**src/rtl/seq_pattern_tx.sv**
```systemverilog
// Repeating serial pattern transmitter: sends PATTERN MSB-first `count` times with GAP idle cycles between.
// Optional feature: define SEQ_TX_ABORT_EN to add an abort input that drops the current frame.
module seq_pattern_tx #(
  parameter int unsigned      PAT_W   = 6,
  parameter logic [PAT_W-1:0] PATTERN = 6'b110101,
  parameter int unsigned      GAP     = 2
) (
  input  logic       clk,
  input  logic       rst,
  input  logic       start,
  input  logic [3:0] count,
  output logic       ready,
  output logic       tx_bit,
  output logic       tx_valid,
  output logic       done
`ifdef SEQ_TX_ABORT_EN
  ,
  input  logic       abort
`endif
);

  localparam int unsigned IDX_W = (PAT_W > 1) ? $clog2(PAT_W) : 1;
  localparam int unsigned CNT_W = 4;
  localparam logic [IDX_W-1:0] LAST_IDX = IDX_W'(PAT_W - 1);
  localparam logic [CNT_W-1:0] GAP_LOAD = CNT_W'((GAP > 0) ? GAP - 1 : 0);

  typedef enum logic [1:0] {
    S_IDLE = 2'd0,
    S_SEND = 2'd1,
    S_GAP  = 2'd2,
    S_DONE = 2'd3
  } state_t;

  state_t           state, state_n;
  logic [CNT_W-1:0] rep_cnt, rep_n;
  logic [IDX_W-1:0] bit_idx, idx_n;
  logic [CNT_W-1:0] gap_cnt, gap_n;
  logic             abort_hit;
  logic             ready_n, tx_bit_n, tx_valid_n, done_n;

`ifdef SEQ_TX_ABORT_EN
  assign abort_hit = abort && ((state == S_SEND) || (state == S_GAP));
`else
  assign abort_hit = 1'b0;
`endif

  // Next-state and counter update; outputs decoded from the upcoming state so the registered copy matches it.
  always_comb begin
    state_n = state;
    rep_n   = rep_cnt;
    idx_n   = bit_idx;
    gap_n   = gap_cnt;
    case (state)
      S_IDLE: begin
        if (start && (count != '0)) begin
          state_n = S_SEND;
          rep_n   = count;
          idx_n   = LAST_IDX;
        end
      end
      S_SEND: begin
        if (bit_idx == '0) begin
          if (rep_cnt == CNT_W'(1)) begin
            state_n = S_DONE;
          end else begin
            rep_n = rep_cnt - CNT_W'(1);
            idx_n = LAST_IDX;
            if (GAP > 0) begin
              state_n = S_GAP;
              gap_n   = GAP_LOAD;
            end
          end
        end else begin
          idx_n = bit_idx - IDX_W'(1);
        end
      end
      S_GAP: begin
        if (gap_cnt == '0) state_n = S_SEND;
        else               gap_n   = gap_cnt - CNT_W'(1);
      end
      S_DONE:  state_n = S_IDLE;
      default: state_n = S_IDLE;
    endcase
    // Abort wins over every SEND/GAP transition and leaves the counters clean.
    if (abort_hit) begin
      state_n = S_IDLE;
      rep_n   = '0;
      idx_n   = '0;
      gap_n   = '0;
    end
    ready_n    = (state_n == S_IDLE);
    tx_valid_n = (state_n == S_SEND);
    tx_bit_n   = (state_n == S_SEND) && PATTERN[idx_n];
    done_n     = (state_n == S_DONE);
  end

  always_ff @(posedge clk or posedge rst) begin
    if (rst) begin
      state    <= S_IDLE;
      rep_cnt  <= '0;
      bit_idx  <= '0;
      gap_cnt  <= '0;
      ready    <= 1'b1;
      tx_bit   <= 1'b0;
      tx_valid <= 1'b0;
      done     <= 1'b0;
    end else begin
      state    <= state_n;
      rep_cnt  <= rep_n;
      bit_idx  <= idx_n;
      gap_cnt  <= gap_n;
      ready    <= ready_n;
      tx_bit   <= tx_bit_n;
      tx_valid <= tx_valid_n;
      done     <= done_n;
    end
  end

endmodule

```
**config.mk**
```make
export PLATFORM = sky130hd
export DESIGN_NAME = seq_pattern_tx
export DESIGN_NICKNAME = d
export VERILOG_FILES = /design/src/rtl/seq_pattern_tx.sv
export SDC_FILE = /design/constraint.sdc
export NUM_CORES = 1
export LEC_CHECK = 0
export ABC_CLOCK_PERIOD_IN_PS = 2500
export CAP_MARGIN = 5
export CORE_ASPECT_RATIO = 0.9
export CORE_MARGIN = 2
export CORE_UTILIZATION = 37
export DETAILED_ROUTE_END_ITERATION = 8
export DONT_BUFFER_PORTS = 1
export PLACE_DENSITY = 0.52
export SLEW_MARGIN = 10
export SYNTH_ARGS = -nofsm -noshare
export SYNTH_HDL_FRONTEND = slang
export SYNTH_SLANG_ARGS = --single-unit
```
**constraint.sdc**
```tcl
create_clock -name clk -period 2.5 [get_ports clk]
set_clock_uncertainty 0.15 [all_clocks]
set_input_delay 0.375 -clock clk [delete_from_list [all_inputs] [get_ports clk]]
set_output_delay 0.375 -clock clk [all_outputs]
set_load 0.02 [all_outputs]
```
==> impl_results.md <==
- Power Dens Cells: roughly 1300 mW/mm²
- DRT antenna net count: 0
- Netlist cell types: 39
- RSZ-0062 raised after global routing: false
- CTS buffer count: 3
- Via density: 5.80
- Req. time, crit path: 2.57 ns
- Mux cell area share after synthesis: 1.03%
- Worst-Skew Late Latency: 0.29 ns
- M1 WL: 918 µm
- Vias in the first global route: 686
- CORE AREA: about 0.0025 mm²
- Utilization after layout: 41.4%
- Worst hold margin: 0.0620 ns
- Synth area leader: dfrtp_1
- CTS tree: built
- Post-Synth Adder-Cell Area: 3.86%
- Slew HR: 57.2%
- Fmax: 532 MHz
- Syn avg cell area: 9.63 µm²
- Max cap viols: 0
- Top cell type's share of synthesized area: 41.2%
- R2r setup slk: 0.62 ns
- Compound-Gate Fraction of Synth Area: 21.9%
- Crit Path Max Fanout: 6
- Post_cts resized: 0
- Ports: 11
- FFs w/ async S/R, synth: 100%
- Port bufs: 0
- Largest cells by area after synthesis: dfrtp_1, a21oi_1, ha_1
- R2R depth: 6
- Ant diodes: 0
- Clk buf depth: 2
- Global-route wire length before repair: between 3000 and 4000 µm
- Area Overhead vs Synth: 5.15%
- GP Congestion: roughly 0.74
- Total length of routed wires: 1930 µm
- Startpoint types: flop
- Die width: approximately 58 µm
- Synthesized netlist cell count: 101
- # Post-CTS Setup Buffers: 0
- Crit path kind: flop to flop
- Worst setup path end: tx_bit$_DFF_PP0_
- Clock-pin slew on the worst setup and hold paths: 0.11 ns
- Pins Over Slew Limit: 0
- Hpwl dp: 1420 µm
- Clk sink count: 17
- Largest net degree at the start of global routing: 18
- Die Footprint: 0.00305 mm²
- Crit. Startpoint: gap_cnt[0]$_DFFE_PP0P_
- Main flop type after synthesis: dfrtp_1
- GRT overflow: 0
- Maximum level of the CTS H-tree: 1
- Synth Warn #: 0
- # setup viols final: 0
- Root buffer cell: clkbuf_4
- Mapped cell area: about 970 µm²
- Post-synth EDFFs: 0
- Fillers: around 250
- DR iter-0 viols: 24
- Die height: 52.6 µm
- Nets@finish: 113
- Part of the cycle the worst path needs: 75.2%
- Pre-antenna DRT Iters: 4
- Initial Util: 39.4%
- CP endpoint kind: flop
- FF-to-FF Start: gap_cnt[0]$_DFFE_PP0P_
- Total track usage: roughly 15%
- Post-Synth Simple-Gate Area: 22.7%
- Worst r2r dst: tx_bit$_DFF_PP0_
- Worst EP arrival: around 2.0 ns
- Top routing layer used: met4
- Wire length on met2: roughly 900 µm
- Layout cells sized above 1: between 10% and 20%
- Final TNS setup: 0 ns
- Largest family of logic cells by synthesized area: simple AND/OR/NAND/NOR gates
- Xor and xnor fraction of the mapped netlist area: 0.901%
- Outcome: completed
- Hold WC Path Type: input port to flop
- # rows: 17
- Worst-Margin Slew: between 0.6 and 0.7 ns
- Vias post-DR: roughly 750
- Static leakage: between 0.0004 and 0.0005 µW
- Seq/Total Area, Yosys: a little over two fifths
- Average wire per standard cell: 14.8 µm
- Initial antenna violation count: 0
- Syn Nets: 111
- Metal3 WL: ~100 µm
- Final Critical Period: 1.88 ns
- Register bit total from synthesis: 17
- Remaining DRCs: 0
- Fin. Hold Viols: 0
- VDD IR max: approximately 0.82 mV
## where the power goes
| part | internal (µW) | switching (µW) |
|---|---|---|
| Combinational | 256 | 298 |
| Sequential | 405 | 200 |
| Clock | 59.5 | 91.1 |
## synth_stat cells, types with 2 or more instances
master / n
dfrtp_1: 16
inv_1: 9
nand2_1: 9
a21oi_1: 8
o21ai_0: 7
nor2_1: 4
a2bb2oi_1: 3
clkbuf_1: 3
ha_1: 3
nand2b_1: 3
nor3_1: 3
nor4_1: 3
a31oi_1: 2
nor2b_1: 2
o22ai_1: 2
## per-layer routing
metal	vias to the layer above	GRT usage (%)
met5	-	0
met4	0	3.49
met3	2	4.94
met2	16	22.7
met1	368	20.2
li1	368	-
## cells in the final DEF (no fill, tap or decap), drive strengths merged, types with 2 or more instances in the layout
master | synthesis | layout
dfrtp | 16 | 16
o22ai | 2 | 2
nand2b | 3 | 3
clkbuf | 3 | 3
or3b | 2 | 2
a21oi | 8 | 8
inv | 9 | 9
nor3b | 2 | 2
a31oi | 2 | 2
ha | 3 | 3
nor4 | 3 | 3
nor2 | 5 | 5
nor2b | 2 | 2
a2bb2oi | 3 | 3
nor3 | 4 | 4
o21ai | 7 | 7
nand2 | 9 | 9
## stage by stage
stage          power (µW)  std cells  setup slack, ns  cell area (µm²)
2_1_floorplan        1050        101            0.742              972
3_3_place_gp         1160        125            0.663              985
3_5_place_dp         1160        125            0.648              985
4_1_cts              1320        130            0.617             1020
5_1_grt              1440        130            0.508             1020
6_report             1310        130            0.621             1020
## logic make-up (layout without fill, tap and decap cells)
family,Yosys count,in the layout
multiplexers,1,1
AND/OR/NAND/NOR,36,36
XOR/XNOR,1,1
AO/OA/AOI/OAI,30,30
adder cells (fa/ha/maj),3,3
buffers and inverters,13,14
flip-flops,17,17
## worst max-delay path, cell delays in order, from the launching register on
cell and delay [ns]:
dfrtp_1 0.42, inv_1 0.07, ha_1 0.19, or3b_1 0.46
o22a_1 0.28, o31a_1 0.11, a31oi_1 0.13
## final cells by class
cell class / instances / area [µm²] / area share, %
inverters: 9 / 33.8 / 3.30
clock buffers: 3 / 22.5 / 2.20
flip-flops and latches: 17 / 427 / 41.7
well taps: 28 / 35.0 / 3.43
clock inverters: 1 / 5.00 / 0.490
multi-input cells: 71 / 489 / 47.9
repair buffers: 1 / 10.0 / 0.979
## registers in the layout (all words and copies together) (netlist names)
| register | flops |
|---|---|
| tx_bit | 1 |
| done | 1 |
| tx_valid | 1 |
| rep_cnt | 4 |
| ready | 1 |
| state | 2 |
| gap_cnt | 4 |
| bit_idx | 3 |
## worst min-delay path by stage
stage,start,to,slack (ns),cells past startpoint
after floorplan,rst,bit_idx[0]$_DFF_PP0_,0.15,1
after global placement,rst,state[0]$_DFF_PP0_,0.24,1
after detailed placement,rst,done$_DFF_PP0_,0.25,1
after CTS,count[2],rep_cnt[2]$_DFFE_PP0P_,0.05,2
after global routing,count[2],rep_cnt[2]$_DFFE_PP0P_,0.05,2
final,count[2],rep_cnt[2]$_DFFE_PP0P_,0.06,2
## repair_timing
action / in CTS / in global routing
hold endpoints to repair: 16 / 0
setup endpoints to repair: 0 / 0
hold buffers: 1 / 0
No activity file was read; power rests on OpenSTA's default activity.
